### config.mk
export PLATFORM = sky130hd
export DESIGN_NAME = uart_tx_fifo
export DESIGN_NICKNAME = d
export VERILOG_FILES = /design/src/rtl/uart_tx_fifo.sv
export SDC_FILE = /design/constraint.sdc
export NUM_CORES = 1
export LEC_CHECK = 0
export BUFFER_PORTS_ARGS = -buffer_cell sky130_fd_sc_hd__buf_2
export CELL_PAD_IN_SITES_DETAIL_PLACEMENT = 1
export CELL_PAD_IN_SITES_GLOBAL_PLACEMENT = 1
export CORE_AREA = 10 10 95 97
export DETAILED_ROUTE_END_ITERATION = 8
export DIE_AREA = 0 0 105 107
export GPL_ROUTABILITY_DRIVEN = 0
export PLACE_DENSITY = 0.75
export SKIP_LAST_GASP = 1
export SLEW_MARGIN = 25
export SYNTH_ARGS = -nofsm -noshare
export SYNTH_HDL_FRONTEND = slang
export SYNTH_SLANG_ARGS = --single-unit
### constraint.sdc
create_clock -name clk -period 2.85 [get_ports clk]
set_input_delay 0.1425 -clock clk [delete_from_list [all_inputs] [get_ports clk]]
set_output_delay 0.1425 -clock clk [all_outputs]
set_load 0.05 [all_outputs]
### src/rtl/uart_tx_fifo.sv
`default_nettype none
// +----------------------------------------------------------------------------+
// | Module : uart_tx_fifo                                                        |
// | Brief  : UART transmitter with internal baud divider and TX FIFO.            |
// |          Configurable data width, parity (none/odd/even) and stop bits.      |
// | Rev    : 1.0  initial release                                                |
// +----------------------------------------------------------------------------+
module uart_tx_fifo #(
  parameter int CLK_DIV    = 5208,
  parameter int DATA_BITS  = 8,
  parameter int PARITY     = 0,
  parameter int STOP_BITS  = 1,
  parameter int FIFO_DEPTH = 4
) (
  input  logic                          clk,
  input  logic                          rst_n,
  input  logic [DATA_BITS-1:0]          data_in,
  input  logic                          data_valid,
  output logic                          data_ready,
  output logic                          txd,
  output logic                          busy,
  output logic [$clog2(FIFO_DEPTH):0]   fifo_count
);

  localparam int AW = $clog2(FIFO_DEPTH);
  localparam int BW = $clog2(CLK_DIV);
  localparam logic [BW-1:0] BAUD_LAST = BW'(CLK_DIV - 1);
  localparam logic [3:0]    DATA_LAST = 4'(DATA_BITS - 1);
  localparam logic [3:0]    STOP_LAST = 4'(STOP_BITS - 1);
  localparam logic [AW:0]   FULL      = (AW+1)'(FIFO_DEPTH);

  typedef enum logic [2:0] {
    S_IDLE  = 3'd0,
    S_START = 3'd1,
    S_DATA  = 3'd2,
    S_PAR   = 3'd3,
    S_STOP  = 3'd4
  } state_e;

  logic [DATA_BITS-1:0] mem_q [FIFO_DEPTH];
  logic [AW-1:0]        wr_ptr_q, rd_ptr_q;
  logic [AW:0]          count_q, count_d;
  state_e               state_q, state_d;
  logic [BW-1:0]        baud_q, baud_d;
  logic [3:0]           bit_q, bit_d;
  logic [DATA_BITS-1:0] shift_q, shift_d;
  logic                 par_q, par_d;
  logic                 txd_q, txd_d;
  logic                 push, pop, baud_end;
  logic [DATA_BITS-1:0] head;

  assign head       = mem_q[rd_ptr_q];
  assign data_ready = (count_q != FULL);
  assign push       = data_valid && data_ready;
  assign baud_end   = (baud_q == BAUD_LAST);
  assign txd        = txd_q;
  assign busy       = (state_q != S_IDLE) || (count_q != '0);
  assign fifo_count = count_q;

  // FIFO storage: payload only, validity is tracked by the pointers
  always_ff @(posedge clk) begin
    if (push) mem_q[wr_ptr_q] <= data_in;
  end

  // FIFO occupancy: a simultaneous push and pop cancel out
  always_comb begin
    count_d = count_q;
    if (push && !pop)      count_d = count_q + (AW+1)'(1);
    else if (!push && pop) count_d = count_q - (AW+1)'(1);
  end

  // FIFO pointers and occupancy register
  always_ff @(posedge clk or negedge rst_n) begin
    if (!rst_n) begin
      wr_ptr_q <= '0;
      rd_ptr_q <= '0;
      count_q  <= '0;
    end else begin
      if (push) wr_ptr_q <= wr_ptr_q + AW'(1);
      if (pop)  rd_ptr_q <= rd_ptr_q + AW'(1);
      count_q <= count_d;
    end
  end

  // Frame sequencer: next state, baud/bit counters and next txd level
  always_comb begin
    state_d = state_q;
    baud_d  = baud_q;
    bit_d   = bit_q;
    shift_d = shift_q;
    par_d   = par_q;
    txd_d   = txd_q;
    pop     = 1'b0;
    if (state_q != S_IDLE) baud_d = baud_end ? '0 : baud_q + BW'(1);
    case (state_q)
      S_IDLE: begin
        txd_d = 1'b1;
        if (count_q != '0) pop = 1'b1;
      end
      S_START: begin
        if (baud_end) begin
          state_d = S_DATA;
          bit_d   = '0;
          txd_d   = shift_q[0];
        end
      end
      S_DATA: begin
        if (baud_end) begin
          if (bit_q == DATA_LAST) begin
            bit_d = '0;
            if (PARITY != 0) begin
              state_d = S_PAR;
              txd_d   = par_q;
            end else begin
              state_d = S_STOP;
              txd_d   = 1'b1;
            end
          end else begin
            bit_d   = bit_q + 4'd1;
            shift_d = {1'b0, shift_q[DATA_BITS-1:1]};
            txd_d   = shift_q[1];
          end
        end
      end
      S_PAR: begin
        if (baud_end) begin
          state_d = S_STOP;
          bit_d   = '0;
          txd_d   = 1'b1;
        end
      end
      S_STOP: begin
        if (baud_end) begin
          if (bit_q == STOP_LAST) begin
            if (count_q != '0) begin
              pop = 1'b1;
            end else begin
              state_d = S_IDLE;
              txd_d   = 1'b1;
            end
          end else begin
            bit_d = bit_q + 4'd1;
          end
        end
      end
      default: begin
        state_d = S_IDLE;
        txd_d   = 1'b1;
      end
    endcase
    // Loading a word always starts a fresh frame with a zeroed baud counter,
    // so back-to-back frames carry no idle gap and no timing drift.
    if (pop) begin
      state_d = S_START;
      baud_d  = '0;
      shift_d = head;
      par_d   = (PARITY == 1) ? ~(^head) : (^head);
      txd_d   = 1'b0;
    end
  end

  // Sequencer registers; txd is registered so the pin never glitches
  always_ff @(posedge clk or negedge rst_n) begin
    if (!rst_n) begin
      state_q <= S_IDLE;
      baud_q  <= '0;
      bit_q   <= '0;
      shift_q <= '0;
      par_q   <= 1'b0;
      txd_q   <= 1'b1;
    end else begin
      state_q <= state_d;
      baud_q  <= baud_d;
      bit_q   <= bit_d;
      shift_q <= shift_d;
      par_q   <= par_d;
      txd_q   <= txd_d;
    end
  end

endmodule
`default_nettype wire

After elaboration in Yosys (flattened, before gate mapping)
Memory sizes are Yosys's and may differ from the RTL's.
Cells that the tools add are included.
- flip-flop bits (word level): 36
- bits in writable memories: 32
- bits of input ports: 11
- memories: 1
- $add $sub $neg: 6
- eq/ne operators: 20
- mux-type cells: 39
- reductions and logical operators: 20
- memories (memory ; words ; width ; read ports ; clocked after memory_dff ; write ports ; RTL line ; source):
    mem_q ; 4 ; 8 ; 1 ; 0 ; 1 ; 40 ; logic [DATA_BITS-1:0] mem_q [FIFO_DEPTH];
- operators with widths (operator ; number):
    two-way mux 13 bit ; 3
    two-way mux 8 bit ; 4
    two-way mux 3 bit ; 10
    inequality test 3 bit (second input constant) ; 8
    two-way mux 4 bit ; 5
    case mux 3 bit (5 select lines) ; 1
    adder 13 x 1 -> 13 bit (second input constant) ; 1
    equality test 13 bit (second input constant) ; 1
    two-way mux 1 bit ; 13
    case mux 4 bit (3 select lines) ; 1
    inequality test 2 bit (second input constant) ; 5
    nonzero test 3 bit ; 3
    AND reduction 8 bit ; 1
    nonzero test 2 bit ; 4
    equality test 3 x 2 -> 1 bit (second input constant) ; 2
    AND reduction 6 bit ; 1
    AND reduction 5 bit ; 1
    adder 2 x 1 -> 2 bit (second input constant) ; 2
    adder 4 x 1 -> 4 bit (second input constant) ; 1
    equality test 4 x 3 -> 1 bit (second input constant) ; 1
    logical NOT 4 bit ; 1
    case mux 1 bit (4 select lines) ; 1
    adder 3 x 1 -> 3 bit (second input constant) ; 1
    equality test 3 x 1 -> 1 bit (second input constant) ; 1
    other kinds (10) ; 13

Depth between registers and ports, before layout
- depth in word-level cells: 8
- mapped depth: 12
- gate-level depth less buffers: 10

Worst setup path after synthesis
No wires, ideal clock.
- path kind: reg2reg
- start: register count_q[1], in the netlist fifo_count[1]
- end: register count_q[2], in the netlist fifo_count[2]
- library setup time: 82 ps
- arrival time: 2920 ps
- path slack: -152 ps
- cell stages (with the launch flop): 12
- path buffers: 2
- path through: dfrtp_1 -> or3_1 -> and3b_1 -> buf_2 -> a41oi_4 -> buf_2 -> ha_1 -> inv_1 -> fa_1 -> xor2_1 -> nor2_1 -> xor2_1
- cells in the longest elaborated chain, start to end: 8
- elaborated cells between the ends (all ways): 16
- those cells by class: add/sub (2); eq/ne (1); mux (6); reduce/logical (7)
- RTL lines (what ; RTL line ; source):
    from (decl) ; 42 ; logic [AW:0] count_q, count_d;
    from (signal assigned) ; 81 ; count_q <= count_d;
    nonzero test 3 bit ; 98, 135 ;
    two-way mux 1 bit ; 98, 135 ;
    two-way mux 1 bit ; 134 ; if (bit_q == STOP_LAST) begin
    two-way mux 1 bit ; 133 ; if (baud_end) begin
    case mux 1 bit (2 select lines) ; 95 ; case (state_q)
    logical NOT 1 bit ; 68 ; if (push && !pop) count_d = count_q + (AW+1)'(1);
    logical AND 1 bit ; 68 ;
    two-way mux 3 bit or nonzero test 2 bit (tied branches) ; n/a ;
Parallel ways exist; a longest one is shown, timed or not. The select of a mux whose other input is x is not followed.
A chain may end at the register's enable or synchronous reset.

Worst setup path after layout
Same ends and word-level chain as after synthesis.

==> reports/results.tsv <==
stage	metric	value	unit
placed_design	port_buffers	16	
floorplan	core	7140	um2
sta	drv_slew	0	
global_routing	overflow	0	
routing	drc	0	
final_layout	drive_above_1_share	21.6	%
sta	tns	0	ns
pwr	p_leak	1.50	nW
floorplan	die_w	105	um
sta	tightest_slew	0.803	ns
logic_synthesis	synth_compound_area_share	8.08	%
logic_synthesis	synth_nets	261	
final_layout	stdcell_count	372	
floorplan	initial_core_util	44.0	%
critical_path	reg2reg_slack	0.19	ns
logic_synthesis	synth_area_leaders	edfxtp_1 (31%), dfrtp_1 (28%), mux4_2 (5.7%), ha_1 (3.2%), o21ai_0 (2.1%)	
global_routing	grt_usage	11.4	%
floorplan	fp.dieArea	11200	um2
pwr	p_per_area	704	nW/um2
clock_tree	cts.clk_slew.worst_paths	0.08	ns
sta	period_share	93.2	%
logic_synthesis	synth.most_common_cell	dfrtp_1	
global_routing	grt_pass1_vias	2073	
logic_synthesis	async_flop_share	52.9	%
routing	first_iter_violations	59	
critical_path	critPathKind	flop to flop	
logic_synthesis	synth_top_family_by_area	simple AND/OR/NAND/NOR gates	
logic_synthesis	ys.flop_type	dfrtp_1	
final_layout	post-route-util	50.5	%
floorplan	placementRows	31	
placed_design	dp_hpwl	4.30	mm
final_layout	antennaDiodeCount	0	
logic_synthesis	synth_common_cells	dfrtp_1 (35), edfxtp_1 (32), nand2_1 (17), nor2_1 (15), o21ai_0 (13)	
global_routing	antenna_found_initial	0	
floorplan	die_h	107	um
logic_synthesis	syn_avg_cell_area	13.0	um2
clock_tree	cts_tree	yes	
pwr	peakVddDrop	0.526	mV
clock_tree	post_cts_buffers	0	
logic_synthesis	synth_mux_area_share	8.04	%
final_layout	syn_to_final_growth	14.7	%
logic_synthesis	synth_area	3140	um2
pwr	p_total	2.54	mW
critical_path	reg2reg_to	fifo_count[2]	
routing	ant_nets	0	
outcome	status	finished clean	
critical_path	worstPathRequired	3.11	ns
run	drv_cap	0	
logic_synthesis	synthSimpleGateAreaFrac	15.9	%
critical_path	rr_startpoint	fifo_count[1]	
final_layout	fin_nets	288	
clock_tree	clk_latency	0.35	ns
clock_tree	clock-sinks	68	
sta	min_period	2.66	ns
critical_path	start_kind	flop	
floorplan	num_io_pins	17	
logic_synthesis	synth_top_area_share	30.6	%
critical_path	worstPathArrival	2.91	ns
routing	dr_total_vias	1932	
sta	clock.fmax	377	MHz
sta	finClkSkew	0.00892	ns
sta	relSlewSlack	46.4	%
routing	wl	6.00	mm
logic_synthesis	ys_types	49	
clock_tree	root_buffer	clkbuf_8	
critical_path	reg2regPathDepth	9	
routing	routed_via_density	5.19	
logic_synthesis	synth_warnings	0	
routing	first_pass_iters	4	
sta	setup_viol	0	
clock_tree	cts_buffer_depth	2	
clock_tree	ctsResizeCount	0	
global_routing	grt_max_degree	37	
critical_path	endpoint	fifo_count[2]	
critical_path	worstSetupStartpoint	fifo_count[1]	
logic_synthesis	yosysTopAreaCell	edfxtp_1	
sta	rsz0062_at_grt	no	
global_routing	grt_pass1_wl	10.3	mm
logic_synthesis	ys_seq_elements	68	
logic_synthesis	syn_inst	241	
critical_path	cp_max_fo	8	
hold_path	hp-class	input pin to flop	
logic_synthesis	synth_seq_area_share	59.3	%
routing	wl_per_cell	16.1	um
sta	hold_viol	0	
logic_synthesis	synth_adder_area_share	3.82	%
logic_synthesis	synth_edf_count	32	
clock_tree	cts_buffers	9	
placed_design	dp_cells	353	
critical_path	endpoint_kind	flop	
clock_tree	cts_max_level	3	
logic_synthesis	synthXorXnorAreaFrac	2.79	%
cells by family after synthesis:
family	Yosys count
compound gates	39
xor+xnor	10
fa+ha+maj	9
buf+inv	16
flops	68
mux	15
simple gates	84
layout by cell type, fill, tap and decap left out, types with 9 or more instances in the layout:
cell type	instances
nor2_1	15
edfxtp_1	32
nand2_1	17
o21ai_0	13
and3_1	9
dfrtp_1	32
clkbuf_8	9
buf_2	16
registers in the layout, summed over array words and instances, names as in the netlist:
signal / cells
shift_q: 8
wr_ptr_q: 2
fifo_count: 3
bit_q: 4
txd: 1
rd_ptr_q: 2
mem_q: 32
baud_q: 13
state_q: 3
worst min-delay path by stage:
stage               startpoint     endpoint  slack (ns)  cells after the start
global placement         rst_n    baud_q[4]        0.29                      1
global route        data_in[2]  mem_q[2][2]       0.001                      1
floorplan                rst_n    baud_q[0]       -0.15                      0
detailed placement       rst_n    baud_q[2]        0.29                      1
CTS                 data_in[3]  mem_q[2][3]       0.003                      1
finish              data_in[2]  mem_q[2][2]        0.01                      1
routing by layer:
layer / share of wire (%) / track usage (%) / vias up
met5: 0 / 0 / -
met4: 1.5 / 4.41 / 0
met3: 2.7 / 3.29 / 9
met2: 49 / 18.8 / 24
met1: 47 / 14.0 / 954
li1: - / - / 945
metrics by stage:
| stage | hold slack, ns | setup WS [ns] | area, um2 |
|---|---|---|---|
| 2_1_floorplan | -0.153 | 0.0261 | 3150 |
| 3_3_place_gp | 0.292 | 0.387 | 3350 |
| 3_5_place_dp | 0.291 | 0.209 | 3350 |
| 4_1_cts | 0.00344 | 0.159 | 3610 |
| 5_1_grt | 0.00132 | 0.0325 | 3610 |
| 6_report | 0.0111 | 0.195 | 3610 |
worst max-delay path: stages, from the launching register on:
cell and delay (ns):
dfrtp_2 0.44, or3_4 0.42, and3b_1 0.30, a41oi_4 0.24, ha_1 0.22, inv_1 0.06, fa_1 0.37, xor2_1 0.15
nor2_1 0.15, xor2_1 0.21
where the power goes:
part	switching, mW	internal, mW
clock	0.390	0.497
combinational	0.272	0.140
sequential	0.0664	1.17
total	0.729	1.81
final cells by class:
class | count | area, um2
clock buffer | 9 | 124
inverter | 9 | 33.8
tap | 99 | 124
timing repair buffer | 23 | 140
clock inverter | 7 | 98.8
sequential | 68 | 1870
fill | 752 | 3530
multi-input combinational | 157 | 1220
timing repair:
action / CTS / global route
endpoints found under the hold margin: 43 / 0
endpoints found under the setup margin: 0 / 0
hold buffers: 3 / 0
(Power assumes the default switching activity.)
